File: src/rtl/pipeline_hazard_ctrl.sv
// +----------------------------------------------------------------------------+
// | pipeline_hazard_ctrl: stall/flush sequencer for the 5-stage MIPS pipeline  |
// | Optional perf counters: define HAZARD_PERF_EN.    Rev 1.0                   |
// +----------------------------------------------------------------------------+
`default_nettype none

module pipeline_hazard_ctrl #(
  parameter int START_CYCLES = 2,
  parameter int MULDIV_LAT   = 4,
  parameter int CNT_W        = 4
) (
  input  logic        clk,
  input  logic        rst,
  input  logic [4:0]  Rs_ID,
  input  logic [4:0]  Rt_ID,
  input  logic        UseRs_ID,
  input  logic        UseRt_ID,
  input  logic        MemRead_IDEX,
  input  logic [4:0]  RegWriteAddr_IDEX,
  input  logic        BranchTaken_EX,
  input  logic        MulDivStart_EX,
  input  logic        MemWait,
  output logic        PC_Stall,
  output logic        IF_Stall,
  output logic        IF_Flush,
  output logic        ID_Stall,
  output logic        ID_Flush,
  output logic        EX_Stall,
  output logic        EX_Flush,
  output logic        MulDivBusy,
  output logic [31:0] StallCount,
  output logic [31:0] FlushCount
);

  typedef enum logic [1:0] {
    ST_START  = 2'd0,
    ST_RUN    = 2'd1,
    ST_MDBUSY = 2'd2
  } state_t;

  localparam logic [CNT_W-1:0] START_INIT = CNT_W'(START_CYCLES - 1);
  localparam logic [CNT_W-1:0] MD_INIT    = CNT_W'(MULDIV_LAT - 2);
  localparam logic [CNT_W-1:0] CNT_ONE    = CNT_W'(1);

  state_t           state_q, state_d;
  logic [CNT_W-1:0] cnt_q, cnt_d;
  logic             load_use;
  logic             md_active;

  // $0 is hard-wired, so a load targeting it can never create a dependency
  assign load_use = MemRead_IDEX && (RegWriteAddr_IDEX != 5'd0) &&
                    ((UseRs_ID && (Rs_ID == RegWriteAddr_IDEX)) ||
                     (UseRt_ID && (Rt_ID == RegWriteAddr_IDEX)));

  assign md_active = (state_q == ST_MDBUSY) && (cnt_q != '0);

  always_comb begin
    state_d    = state_q;
    cnt_d      = cnt_q;
    PC_Stall   = 1'b0;
    IF_Stall   = 1'b0;
    IF_Flush   = 1'b0;
    ID_Stall   = 1'b0;
    ID_Flush   = 1'b0;
    EX_Stall   = 1'b0;
    EX_Flush   = 1'b0;
    MulDivBusy = 1'b0;

    case (state_q)
      ST_RUN, ST_MDBUSY: begin
        if (MemWait) begin
          PC_Stall   = 1'b1;
          IF_Stall   = 1'b1;
          ID_Stall   = 1'b1;
          EX_Stall   = 1'b1;
          MulDivBusy = md_active;
        end else if (md_active) begin
          PC_Stall   = 1'b1;
          IF_Stall   = 1'b1;
          ID_Stall   = 1'b1;
          EX_Flush   = 1'b1;
          MulDivBusy = 1'b1;
          cnt_d      = cnt_q - CNT_ONE;
        end else begin
          // Release cycle of a mul/div behaves like RUN, but the op still in EX
          // must not retrigger its own sequence.
          if (state_q == ST_MDBUSY) begin
            state_d = ST_RUN;
          end
          if (BranchTaken_EX) begin
            IF_Flush = 1'b1;
            ID_Flush = 1'b1;
          end else if ((state_q == ST_RUN) && MulDivStart_EX) begin
            PC_Stall   = 1'b1;
            IF_Stall   = 1'b1;
            ID_Stall   = 1'b1;
            EX_Flush   = 1'b1;
            MulDivBusy = 1'b1;
            cnt_d      = MD_INIT;
            state_d    = ST_MDBUSY;
          end else if (load_use) begin
            PC_Stall = 1'b1;
            IF_Stall = 1'b1;
            ID_Flush = 1'b1;
          end
        end
      end

      ST_START: begin
        PC_Stall = 1'b1;
        IF_Stall = 1'b1;
        IF_Flush = 1'b1;
        ID_Flush = 1'b1;
        if (cnt_q == '0) begin
          state_d = ST_RUN;
        end else begin
          cnt_d = cnt_q - CNT_ONE;
        end
      end

      default: begin
        PC_Stall = 1'b1;
        IF_Stall = 1'b1;
        IF_Flush = 1'b1;
        ID_Flush = 1'b1;
        state_d  = ST_START;
        cnt_d    = START_INIT;
      end
    endcase
  end

  always_ff @(posedge clk or negedge rst) begin
    if (!rst) begin
      state_q <= ST_START;
      cnt_q   <= START_INIT;
    end else begin
      state_q <= state_d;
      cnt_q   <= cnt_d;
    end
  end

`ifdef HAZARD_PERF_EN
  logic [31:0] stall_cnt_q, stall_cnt_d;
  logic [31:0] flush_cnt_q, flush_cnt_d;
  logic        post_start;

  assign post_start = (state_q == ST_RUN) || (state_q == ST_MDBUSY);

  always_comb begin
    stall_cnt_d = stall_cnt_q;
    flush_cnt_d = flush_cnt_q;
    if (post_start && PC_Stall) begin
      stall_cnt_d = stall_cnt_q + 32'd1;
    end
    if (post_start && (IF_Flush || ID_Flush || EX_Flush)) begin
      flush_cnt_d = flush_cnt_q + 32'd1;
    end
  end

  always_ff @(posedge clk or negedge rst) begin
    if (!rst) begin
      stall_cnt_q <= '0;
      flush_cnt_q <= '0;
    end else begin
      stall_cnt_q <= stall_cnt_d;
      flush_cnt_q <= flush_cnt_d;
    end
  end

  assign StallCount = stall_cnt_q;
  assign FlushCount = flush_cnt_q;
`else
  assign StallCount = 32'd0;
  assign FlushCount = 32'd0;
`endif

endmodule

`default_nettype wire

File: config.mk
export PLATFORM = sky130hd
export DESIGN_NAME = pipeline_hazard_ctrl
export DESIGN_NICKNAME = d
export VERILOG_FILES = /design/src/rtl/pipeline_hazard_ctrl.sv
export SDC_FILE = /design/constraint.sdc
export NUM_CORES = 1
export LEC_CHECK = 0
export ABC_CLOCK_PERIOD_IN_PS = 2100
export BUFFER_PORTS_ARGS = -buffer_cell sky130_fd_sc_hd__clkbuf_2
export CORE_MARGIN = 4
export CORE_UTILIZATION = 40
export CTS_CLUSTER_DIAMETER = 80
export DETAILED_ROUTE_END_ITERATION = 10
export PLACE_DENSITY = 0.82
export RECOVER_POWER = 25
export SYNTH_ARGS = -nofsm -noshare
export SYNTH_HDL_FRONTEND = slang
export SYNTH_SLANG_ARGS = --single-unit
export TNS_END_PERCENT = 100
File: constraint.sdc
create_clock -name clk -period 2.1 [get_ports clk]
set_input_delay 0.315 -clock clk [delete_from_list [all_inputs] [get_ports clk]]
set_output_delay 0.315 -clock clk [all_outputs]
set_load 0.01 [all_outputs]
* Word-level counts from Yosys, hierarchy flattened
Cells that the tools add are included.
** Word-level totals
- Bits in latches :: 0
- Logic and storage cells :: 66
- Bits in registers :: 6
- Bits in writable memories :: 0
- Bits in read-only memories :: 0
- Memories kept :: 0
- Input port bits :: 23
** Operators by class
- Equality and inequality tests :: 10
- Bitwise operators :: 0
- Mux-type cells :: 39
- Order comparisons :: 0
- Div/mod/pow operators :: 0
- Multiply operators :: 0
- Reduce and logical (&&, ||, !) cells :: 14
- Shift operators :: 0
- Add/subtract/negate cells :: 1
** Operator list (number)
- $mux W1 :: 26
- $mux W4 :: 5
- $mux W2 :: 6
- $eq A5 B5 Y1 :: 2
- $ne A2 B2 Y1 const B :: 4
- $pmux W4 S2 :: 1
- $logic_and A1 B1 Y1 :: 6
- $ne A3 B3 Y1 const B :: 2
- $reduce_bool A5 Y1 :: 1
- $logic_not A4 Y1 :: 1
- $pmux W2 S2 :: 1
- $reduce_and A4 Y1 :: 1
- $reduce_bool A4 Y1 :: 1
- $sub A4 B1 Y4 const B :: 1
- $reduce_and A3 Y1 :: 1
- $eq A2 B1 Y1 const B :: 1
- $eq A2 B2 Y1 const B :: 1
- $logic_not A2 Y1 :: 1
- $reduce_or A2 Y1 :: 1
- $logic_or A1 B1 Y1 :: 1

* Logic depth before layout (Yosys ltp)
- Word-level depth :: 10
- Gate-level depth with buffers :: 7
- Gate-level depth less buffers :: 6

* Worst setup path before layout
Ideal clock, no wire load.
- Path kind :: register -> output
- Start :: register cnt_q[0]
- End :: output PC_Stall
- Arrival :: 1.642 ns
- Path slack :: 0.143 ns
- Data required time :: 1.785 ns
- Stages on the path, launching flop included :: 8
- Cell sequence :: dfstp_2 -> inv_1 -> ha_1 -> or3b_4 -> a21oi_4 -> and3_2 -> o31ai_1 -> buf_4
** On the way
- Word-level cells in the longest chain between the ends :: 5
** RTL lines
- from (decl) :: line 46 : logic [CNT_W-1:0] cnt_q, cnt_d;
- from (signal assigned) :: line 138 : cnt_q <= cnt_d;
- $reduce_bool A4 Y1 :: line 55 : assign md_active = (state_q == ST_MDBUSY) && (cnt_q != '0);
- $logic_and A1 B1 Y1 :: line 55
- $mux W1 (3 in series)
- to (decl) :: line 23 : output logic PC_Stall,
Every way passes these cells.

* Final worst setup path
- Start :: register cnt_q[1]
- End :: output ID_Stall
** On the way
- Word-level cells in the longest chain between the ends :: 5
** RTL lines
- $reduce_bool A4 Y1 :: line 55
- $logic_and A1 B1 Y1 :: line 55
- $mux W1 :: line 77 : end else if (md_active) begin
- $mux W1 :: line 71 : if (MemWait) begin
- $mux W1 :: line 69 : case (state_q)
- to (decl) :: line 26 : output logic ID_Stall,
Every way passes these cells.

==> impl_metrics.csv <==
group,metric,value,unit
run_status,outcome,"complete, but fails checks",
run_status,violations,"setup timing",
final_layout,seq_area,151,um^2
critical_path,crit_end,"ID_Stall",
drt,firstDrtPassIters,4,
placed_design,globalplace.congestion,0.733,
critical_path,path_buf_inv,4,
clock_tree,htreeDepth,1,
timing,fin_worst_skew,0.00437,ns
die,io_pins,95,
final_layout,drive_above_1_share,0.304,
global_routing,gr-max-usage-layer,"met2",
power_and_ir_drop,p_leak,0.000696,uW
clock_tree,cts_buffers,3,
clock_tree,clk_pin_slew,0.05,ns
synthesis,synth_seq_cells,6,
synthesis,ys_top_cells_by_count,"65 x buf_4, 8 x xor2_1, 7 x ha_1, 7 x inv_1, 6 x nor2_1",
die,coreArea,2810,um^2
global_routing,track_usage,0.104,
synthesis,synth_cell_types,36,
power_and_ir_drop,pwr-share-seq,0.153,
die,die_x,62.6,um
global_routing,grt_pass1_wl,3.37,mm
timing,final_hold_viol_count,0,
timing,setup_viol,5,
final_layout,area_delta_synth_final,8.61,%
die,die_y,62.6,um
final_layout,multi_input_area,800,um^2
die,rows,19,
critical_path,r2r_end,"cnt_q[1]",
run,maxCapViolCount,0,
placed_design,port_buffers,30,
critical_path,crit_slowest_cell,"or3b_4",
critical_path,cp_top_family,"buffers and inverters",
power_and_ir_drop,power_switching_share,0.492,
clock_tree,cts_root_buffer,"clkbuf_4",
final_layout,nets,222,
synthesis,synth-edff-count,0,
power_and_ir_drop,switchingPower,804,uW
critical_path,crit_arrival,1.87,ns
critical_path,end_kind,"output port",
global_routing,grt_max_degree,9,
drt,drtIter0Drc,23,
critical_path,r2r-start,"state_q[0]",
synthesis,ys_warn_count,0,
die,start_util,0.425,
timing,slew-limit-headroom,0.665,
power_and_ir_drop,power.density,1260,nW/um^2
synthesis,ys.flop_type,"dfrtp_1",
synthesis,synth_most_common_cell,"buf_4",
critical_path,reg2reg_depth,6,
drt,drc,0,
die,die-area,3920,um^2
critical_path,r2r_slack,0.22,ns
critical_path,max_stage_delay,0.40,ns
final_layout,n_antenna_cell,0,
synthesis,yosysSeqAreaShare,0.127,
global_routing,grt_pass1_vias,783,
clock_tree,clock_sinks,6,
clock_tree,tritoncts,"yes",
critical_path,cp-start-kind,"register",
final_layout,nFillCells,287,
global_routing,met1_usage,0.119,
clock_tree,cts_buffer_depth,2,
synthesis,synth.avg_cell_area,8.10,um^2
clock_tree,clkLatencyLatePin,0.25,ns
global_routing,grt_util_met2,0.188,
power_and_ir_drop,p_clk_frac,0.071,
power_and_ir_drop,finalPower,1630,uW
synthesis,netlist_instances,147,
synthesis,synthArstFlopShare,1.00,
critical_path,cp_cell_sequence,"inv_2 -> ha_4 -> or3b_4 -> a21oi_4 -> buf_4 -> buf_6 -> a21oi_2 -> buf_2",
drt,routedWlPerCell,10.9,um
power_and_ir_drop,power_frac_comb,0.775,
power_and_ir_drop,peakVddDrop,0.000416,V
critical_path,critical_path_class,"reg2out",
critical_path,crit_path_start,"cnt_q[1]",
critical_path,path_max_fanout,5,
final_layout,fin_cells,222,
timing,fin_ws,-0.0850,ns
drt,via_per_inst,4.24,
global_routing,use_met3,0.0432,
synthesis,synth_area,1190,um^2
timing,rsz0062_at_grt,"true",
placed_design,dp.cells,206,
drt,wl,2.42,mm
critical_path,required,1.78,ns
timing,fmax,458,MHz
placed_design,placedInstanceArea,1130,um^2
final_layout,final_area,1290,um^2
critical_path,path_depth,8,
global_routing,overflow,0,
drt,ant_nets,0,
synthesis,yosysTopAreaCell,"buf_4",
power_and_ir_drop,power.internal,829,uW
placed_design,dp_hpwl,1.89,mm
drt,vias,942,
synthesis,ys_top_cells_by_area,"buf_4 41%, dfrtp_1 11%, ha_1 7.4%",
timing,worst_pin_slew,0.496,ns
timing,min_period,2.18,ns
global_routing,antenna_found_initial,0,
timing,final_max_slew_viol_count,0,
synthesis,netlist.area_leader.share,0.410,
hold_path,min_path_type,"in2async",
timing,period_share,1.04,
==> flip-flops by register name, indices dropped and copies added (netlist names) <==
register and cells:
cnt_q 4, state_q 2
==> area by class of cell <==
type / count / share of cell area
flip-flops and latches: 6 / 0.117
multi-input cells: 132 / 0.618
inverters: 7 / 0.0222
clock buffers: 4 / 0.0203
well taps: 31 / 0.0300
repair buffers: 42 / 0.192
==> timing repair <==
| action | 4_1_cts | 5_1_grt |
|---|---|---|
| hold endpoints to repair | 5 | 0 |
| resized for setup | 4 | 14 |
| endpoints found under the setup margin | 4 | 6 |
| pin swaps | 2 | 3 |
| setup buffers | 5 | 6 |
| hold buffers | 1 | 0 |
==> cell families (layout without fill, tap and decap cells) <==
family | after synthesis | in the layout | synth area share
compound gates | 17 | 17 | 0.110
xor+xnor | 10 | 10 | 0.0735
fa+ha+maj | 7 | 7 | 0.0735
buf+inv | 72 | 53 | 0.432
flops | 6 | 6 | 0.127
mux | 4 | 4 | 0.0368
other cells | 1 | 64 | 0.00315
simple gates | 30 | 30 | 0.144
==> power by group through the flow <==
stage               Sequential [uW]  Clock [uW]  Combinational, uW
floorplan                       230           0                878
global placement                241           0               1010
detailed placement              245           0               1030
CTS                             244         123               1100
global route                    256         137               1400
finish                          250         117               1270
==> per-layer routing <==
metal | vias up | part of all wire
met4 | 0 | 0
li1 | 451 | -
met1 | 440 | 0.35
met2 | 51 | 0.56
met5 | - | 0
met3 | 0 | 0.093
==> worst reg2reg max path, delay by kind of cell (launching register included) <==
family / cells / cell delay, ns
simple gates: 2 / 0.38
mux: 1 / 0.31
compound gates: 1 / 0.23
fa+ha+maj: 1 / 0.33
buf+inv: 1 / 0.12
flops: 1 / 0.40
==> cells in the final DEF (no fill, tap or decap), types with 5 or more instances in the layout <==
cell,n
dfrtp_1,5
xor2_1,8
clkbuf_2,25
conb_1,64
nor2_1,6
inv_1,5
buf_4,9
==> stage by stage <==
step	TNS (ns)	utilization	worst slack [ns]	hold slack [ns]
finish	-0.335	0.461	-0.0850	0.469
global placement	0	0.402	0.162	0.146
floorplan	0	-	0.143	0.0194
CTS	-0.134	0.433	-0.0559	0.418
global route	-0.901	0.461	-0.190	0.495
detailed placement	0	0.402	0.133	0.150
==> worst min path at each step <==
stage                     start         end  slack (ns)  cells after the start
after floorplan             rst    cnt_q[1]        0.02                      0
after global placement      rst  state_q[1]        0.15                      1
after detailed placement    rst  state_q[0]        0.15                      1
after CTS                   rst  state_q[0]        0.42                      2
after global routing        rst  state_q[0]        0.50                      2
final                       rst    cnt_q[1]        0.47                      2
Power figures use the tool's default switching activity.
